`src/rtl/apb_node_pkg.sv`:
```
// Shared types and sizing helpers for the registered APB interconnect node.
// Combinational helpers only: no latency, no flow control of their own.
package apb_node_pkg;

  typedef enum logic [1:0] {
    IDLE   = 2'd0,
    SETUP  = 2'd1,
    ACCESS = 2'd2,
    RESP   = 2'd3
  } state_t;

  // A disabled watchdog (0) still needs a 1-bit counter to keep the datapath legal.
  function automatic int cnt_width(input int timeout_cycles);
    return (timeout_cycles < 1) ? 1 : $clog2(timeout_cycles + 1);
  endfunction

  function automatic int idx_width(input int nb_master);
    return ($clog2(nb_master) < 1) ? 1 : $clog2(nb_master);
  endfunction

endpackage

```
`src/rtl/apb_addr_decode.sv`:
```
// Priority address decoder: lowest matching inclusive range wins, START > END never hits.
// Purely combinational, zero latency, no backpressure.
module apb_addr_decode
  import apb_node_pkg::*;
#(
  parameter int NB_MASTER      = 8,
  parameter int APB_ADDR_WIDTH = 32,
  localparam int IDX_W         = idx_width(NB_MASTER)
) (
  input  logic [APB_ADDR_WIDTH-1:0]                addr,
  input  logic [NB_MASTER-1:0][APB_ADDR_WIDTH-1:0] start_addr,
  input  logic [NB_MASTER-1:0][APB_ADDR_WIDTH-1:0] end_addr,
  output logic                                     hit,
  output logic [IDX_W-1:0]                         idx
);

  // Scanning from the top down lets the lowest matching index overwrite the rest.
  always_comb begin
    hit = 1'b0;
    idx = '0;
    for (int i = NB_MASTER - 1; i >= 0; i--) begin
      if ((start_addr[i] <= addr) && (addr <= end_addr[i])) begin
        hit = 1'b1;
        idx = IDX_W'(i);
      end
    end
  end

endmodule

```
`src/rtl/apb_node_sync.sv`:
```
// Registered APB node: decodes one upstream transfer and replays it SETUP/ACCESS downstream.
// Latency: hit = 3 cycles + slave waits (watchdog-capped), miss = 1 cycle; upstream held via pready_o.
module apb_node_sync
  import apb_node_pkg::*;
#(
  parameter int NB_MASTER      = 8,
  parameter int APB_DATA_WIDTH = 32,
  parameter int APB_ADDR_WIDTH = 32,
  parameter int TIMEOUT_CYCLES = 256
) (
  input  logic                                     clk_i,
  input  logic                                     rst_i,
  input  logic                                     psel_i,
  input  logic                                     penable_i,
  input  logic                                     pwrite_i,
  input  logic [APB_ADDR_WIDTH-1:0]                paddr_i,
  input  logic [APB_DATA_WIDTH-1:0]                pwdata_i,
  output logic [APB_DATA_WIDTH-1:0]                prdata_o,
  output logic                                     pready_o,
  output logic                                     pslverr_o,
  output logic [NB_MASTER-1:0]                     psel_o,
  output logic [NB_MASTER-1:0]                     penable_o,
  output logic [NB_MASTER-1:0]                     pwrite_o,
  output logic [NB_MASTER-1:0][APB_ADDR_WIDTH-1:0] paddr_o,
  output logic [NB_MASTER-1:0][APB_DATA_WIDTH-1:0] pwdata_o,
  input  logic [NB_MASTER-1:0][APB_DATA_WIDTH-1:0] prdata_i,
  input  logic [NB_MASTER-1:0]                     pready_i,
  input  logic [NB_MASTER-1:0]                     pslverr_i,
  input  logic [NB_MASTER-1:0][APB_ADDR_WIDTH-1:0] START_ADDR_i,
  input  logic [NB_MASTER-1:0][APB_ADDR_WIDTH-1:0] END_ADDR_i,
  output logic                                     decerr_o,
  output logic                                     timeout_o
);

  localparam int IW   = idx_width(NB_MASTER);
  localparam int CW   = cnt_width(TIMEOUT_CYCLES);
  localparam int LAST = (TIMEOUT_CYCLES > 0) ? TIMEOUT_CYCLES - 1 : 0;
  localparam logic [CW-1:0] CNT_LAST = CW'(LAST);

  typedef struct packed {
    logic [APB_ADDR_WIDTH-1:0] addr;
    logic [APB_DATA_WIDTH-1:0] wdata;
    logic                      write;
    logic [IW-1:0]             idx;
  } req_t;

  state_t        state;
  state_t        nxt_state;
  req_t          req_q;
  req_t          req_cur;
  logic [CW-1:0] cnt;
  logic          dec_hit;
  logic [IW-1:0] dec_idx;
  logic          start;
  logic          miss;
  logic          slv_rdy;
  logic          tmo;

  logic [NB_MASTER-1:0]                     psel_n;
  logic [NB_MASTER-1:0]                     penable_n;
  logic [NB_MASTER-1:0]                     pwrite_n;
  logic [NB_MASTER-1:0][APB_ADDR_WIDTH-1:0] paddr_n;
  logic [NB_MASTER-1:0][APB_DATA_WIDTH-1:0] pwdata_n;
  logic [APB_DATA_WIDTH-1:0]                prdata_n;
  logic                                     pready_n;
  logic                                     pslverr_n;

  apb_addr_decode #(
    .NB_MASTER      (NB_MASTER),
    .APB_ADDR_WIDTH (APB_ADDR_WIDTH)
  ) u_decode (
    .addr       (paddr_i),
    .start_addr (START_ADDR_i),
    .end_addr   (END_ADDR_i),
    .hit        (dec_hit),
    .idx        (dec_idx)
  );

  assign start   = psel_i && !penable_i;
  assign miss    = (state == IDLE) && start && !dec_hit;
  assign slv_rdy = pready_i[req_q.idx];
  // A slave answering in the expiry cycle beats the watchdog.
  assign tmo     = (state == ACCESS) && !slv_rdy && (TIMEOUT_CYCLES != 0) && (cnt == CNT_LAST);

  // In IDLE the outgoing request comes straight from the upstream inputs so SETUP can start next cycle.
  always_comb begin
    req_cur = req_q;
    if (state == IDLE) begin
      req_cur.addr  = paddr_i;
      req_cur.wdata = pwdata_i;
      req_cur.write = pwrite_i;
      req_cur.idx   = dec_idx;
    end
  end

  always_ff @(posedge clk_i) begin
    if (rst_i) begin
      state     <= IDLE;
      req_q     <= '0;
      cnt       <= '0;
      psel_o    <= '0;
      penable_o <= '0;
      pwrite_o  <= '0;
      paddr_o   <= '0;
      pwdata_o  <= '0;
      prdata_o  <= '0;
      pready_o  <= 1'b0;
      pslverr_o <= 1'b0;
      decerr_o  <= 1'b0;
      timeout_o <= 1'b0;
    end else begin
      state <= nxt_state;
      if ((state == IDLE) && start) begin
        req_q <= req_cur;
      end
      if (state == SETUP) begin
        cnt <= '0;
      end else if (state == ACCESS) begin
        cnt <= cnt + CW'(1);
      end
      psel_o    <= psel_n;
      penable_o <= penable_n;
      pwrite_o  <= pwrite_n;
      paddr_o   <= paddr_n;
      pwdata_o  <= pwdata_n;
      prdata_o  <= prdata_n;
      pready_o  <= pready_n;
      pslverr_o <= pslverr_n;
      decerr_o  <= miss;
      timeout_o <= tmo;
    end
  end

  always_comb begin
    nxt_state = state;
    case (state)
      IDLE:    if (start) nxt_state = dec_hit ? SETUP : RESP;
      SETUP:   nxt_state = ACCESS;
      ACCESS:  if (slv_rdy || tmo) nxt_state = RESP;
      RESP:    nxt_state = IDLE;
      default: nxt_state = IDLE;
    endcase
  end

  // Outputs are computed from the upcoming state and registered, so every port is a flop.
  always_comb begin
    psel_n    = '0;
    penable_n = '0;
    pwrite_n  = '0;
    paddr_n   = '0;
    pwdata_n  = '0;
    prdata_n  = '0;
    pready_n  = 1'b0;
    pslverr_n = 1'b0;
    if ((nxt_state == SETUP) || (nxt_state == ACCESS)) begin
      psel_n[req_cur.idx]    = 1'b1;
      penable_n[req_cur.idx] = (nxt_state == ACCESS);
      pwrite_n[req_cur.idx]  = req_cur.write;
      paddr_n[req_cur.idx]   = req_cur.addr;
      pwdata_n[req_cur.idx]  = req_cur.wdata;
    end
    if (nxt_state == RESP) begin
      pready_n = 1'b1;
      if (miss || tmo) begin
        pslverr_n = 1'b1;
      end else begin
        pslverr_n = pslverr_i[req_q.idx];
        prdata_n  = prdata_i[req_q.idx];
      end
    end
  end

endmodule

```
`config.mk`:
```
export PLATFORM = sky130hd
export DESIGN_NAME = apb_node_sync
export DESIGN_NICKNAME = d
export VERILOG_FILES = /design/src/rtl/apb_node_pkg.sv /design/src/rtl/apb_addr_decode.sv /design/src/rtl/apb_node_sync.sv
export SDC_FILE = /design/constraint.sdc
export NUM_CORES = 2
export LEC_CHECK = 0
export ABC_AREA = 1
export CAP_MARGIN = 15
export CORE_AREA = 2 2 555 557
export CTS_CLUSTER_SIZE = 25
export DETAILED_ROUTE_END_ITERATION = 16
export DIE_AREA = 0 0 557 559
export GPL_TIMING_DRIVEN = 0
export RECOVER_POWER = 50
export SLEW_MARGIN = 25
export SYNTH_ARGS = -nofsm -noshare
export SYNTH_HDL_FRONTEND = slang
export SYNTH_SLANG_ARGS = --single-unit
```
`constraint.sdc`:
```
create_clock -name clk_i -period 5.4 [get_ports clk_i]
set_input_delay 1.62 -clock clk_i [delete_from_list [all_inputs] [get_ports clk_i]]
set_output_delay 1.62 -clock clk_i [all_outputs]
set_load 0.03 [all_outputs]
```
==> results.cfg <==
[cells_and_area]
mostFrequentLayoutCell = clkdlybuf4s50_1
nNetsFinal = 6998
area_growth_pct = 74.4
final_cells = 9818
final_cell_mix = clkdlybuf4s50_1 (816), nor2_1 (671), dfxtp_1 (650), nand2_1 (586), dlygate4sd3_1 (568)
drive_above_1_share = 0.108

[yosys]
yosysSeqAreaShare = 0.398
synth_area_sq_mm = 0.0328
yosys.area.top_type = dfxtp_1
ys_top_cells_by_area = dfxtp_1 (40%), ha_1 (20%), nor2_1 (8.1%)
synth_top_cell_area_share = 0.398
synth-seq-cells = 651
synth-edff-count = 0
syn_nets = 5426
synthFlopType = dfxtp_1
synth_cells = 4054
avgSynthCellArea_sq_um = 8.08
async_flop_share = 0
synth_warnings = 0
ys_types = 40

[worst_setup_path]
cpLargestDelayFamily = simple AND/OR/NAND/NOR gates
max_stage_delay_ps = 790
worstPathMaxFanout = 10
cp.arrival_ps = 6090
crit-reg2reg-launch = state[0]
start_kind = input port
crit_path_end_kind = flop
cp_cell_sequence = buf_2, buf_12, inv_4, ha_1, nand2_1, nor2_1, nand4_1, nand2_4, nand2_2, nand2_4, inv_1, nand4_1, or2_4, nand2_1, nand2_2, inv_2, ha_4, nor2_4, nand3_4, nor2_4, nand3_4, buf_12, buf_6, nor2_1
crit_start = paddr_i[0]
cpMaxStageDelayCell = nor2_1
crit_buf_inv = 7
cp.required_ps = 5980
criticalPathCategory = input port to flop

[grt]
grt_overflow = 0
antenna_found_initial = 116
grt_pass1_vias = 34000
grt_max_degree = 15
grt_pass1_wl_microns = 309000
grt_usage = 0.150

[placement]
dp_hpwl_microns = 206000
pre_cts_ws_ps = -4160
place.gp.congestion = 0.912
port_buffers = 1424
dp.cells = 9606

[clock_network]
root_buffer = clkbuf_16
clock_latency_ps = 680
ctsHoldBuffers = 0
clockBufferDepth = 3
numCtsBuffers = 74
cts_tree = done
path_clk_slew_ps = 60
clock-sinks = 651
h-tree-depth = 3

[sta]
max_freq_mhz = 182
skew_ps = 45.4
min_period_over_period = 1.02
whs_ps = 453
hold_violations = 0
setup_ws_ps = -104
worst_slew_pin_slew_ps = 2390
setup_viol_count_final = 208
drv_slew = 30
fin_crit_ps = 5500
tns_ps = -8780
relSlewSlack = -0.613

[floorplan]
start_util = 0.107
die_h_microns = 559
fp-row-count = 203
io_pins = 1425
core_area_sq_mm = 0.305
die_w_microns = 557
die_area_sq_mm = 0.311

[routing]
ant_nets = 0
vias_per_cell = 3.58
wl_per_cell_microns = 24.6
routed_wl_microns = 242000
drt_iter0_drc = 2429
drc_errors = 0
via_count = 35200
first_pass_iters = 5

[power_and_ir_drop]
leakage_uw = 0.0258
irDropWorstVdd_mv = 0.268
pwr_density_cell_mw_per_mm2 = 316
p_total_uw = 18000

[status]
violations = max-capacitance violations, max-slew violations, negative setup slack
status = finished, violations left

[worst_hold_path]
hold_class = flop to flop
worstHoldStart = req_q[13]

[run]
cap_violations = 3
## report_power, final
group	internal, uW	total, uW	leakage, uW	switching [uW]
clock	3060	5530	0.00129	2470
sequential	5190	5330	0.00526	135
combinational	2270	7170	0.0192	4900
## cell usage after synthesis (21+ instances only)
cell type / count
nor2_2: 80
o21ai_1: 59
dfxtp_1: 651
inv_1: 424
a32oi_1: 33
mux2i_1: 41
clkbuf_1: 80
o21ai_0: 181
buf_6: 28
o21a_1: 30
nand4_1: 45
nand3_1: 21
nand2_1: 638
o221ai_1: 34
ha_1: 519
nor2_1: 708
a21oi_1: 366
buf_2: 25
## what timing repair did
| action | 4_1_cts | 5_1_grt |
|---|---|---|
| setup buffers | 40 | 6 |
| resized for setup | 364 | 91 |
| pin swaps | 31 | 40 |
| endpoints found under the setup margin | 575 | 463 |
| gates cloned | 1 | 0 |
## area by class of cell
class	instances	area, sq um
plain buffers	143	926
repair buffers	1496	15300
clock buffers	94	2040
clock inverters	43	613
fillers	34100	248000
flip-flops and latches	651	13000
inverters	428	1720
diodes	31	77.6
well taps	4100	5130
multi-input cells	2832	18300
## stage by stage
step | util | instance area (sq um)
detailed placement | 0.174 | 52900
finish | 0.187 | 57100
global placement | 0.171 | 52100
global route | 0.187 | 57100
floorplan | - | 32800
CTS | 0.186 | 56700
## kinds of logic (layout without fill, tap and decap cells)
group | after synthesis | after routing | synth area share
compound gates | 727 | 727 | 0.123
fa+ha+maj | 519 | 519 | 0.198
buf+inv | 571 | 2204 | 0.0732
flops | 651 | 651 | 0.398
mux | 41 | 41 | 0.0125
other cells | 0 | 31 | 0
simple gates | 1545 | 1545 | 0.195
## per-layer routing
layer	GRT usage	vias up	wire, microns
li1	-	16600	-
met1	0.183	16500	101000
met2	0.251	1736	112000
met3	0.0482	321	22100
met4	0.0373	52	6170
met5	0	-	327
## sequential cells by signal, summed over array words and instances (netlist names)
name	count
state	2
prdata_o	32
req_q	68
decerr_o	1
timeout_o	1
cnt	9
pslverr_o	1
penable_o	8
pwdata_o	256
psel_o	8
paddr_o	256
pready_o	1
pwrite_o	8
## tightest hold or removal path, stage by stage (launching register included)
cell	delay [ps]
dfxtp_1	300
inv_1	60
a21oi_1	50
## final timing paths
| path | end | slack (ps) | cells past startpoint |
|---|---|---|---|
| hold / removal | req_q[13] | 450 | 2 |
| hold reg to reg | req_q[13] | 450 | 2 |
| setup reg to reg | pwdata_o[148] | 850 | 8 |
| setup / recovery | paddr_o[150] | -100 | 24 |
Power figures use the tool's default switching activity.
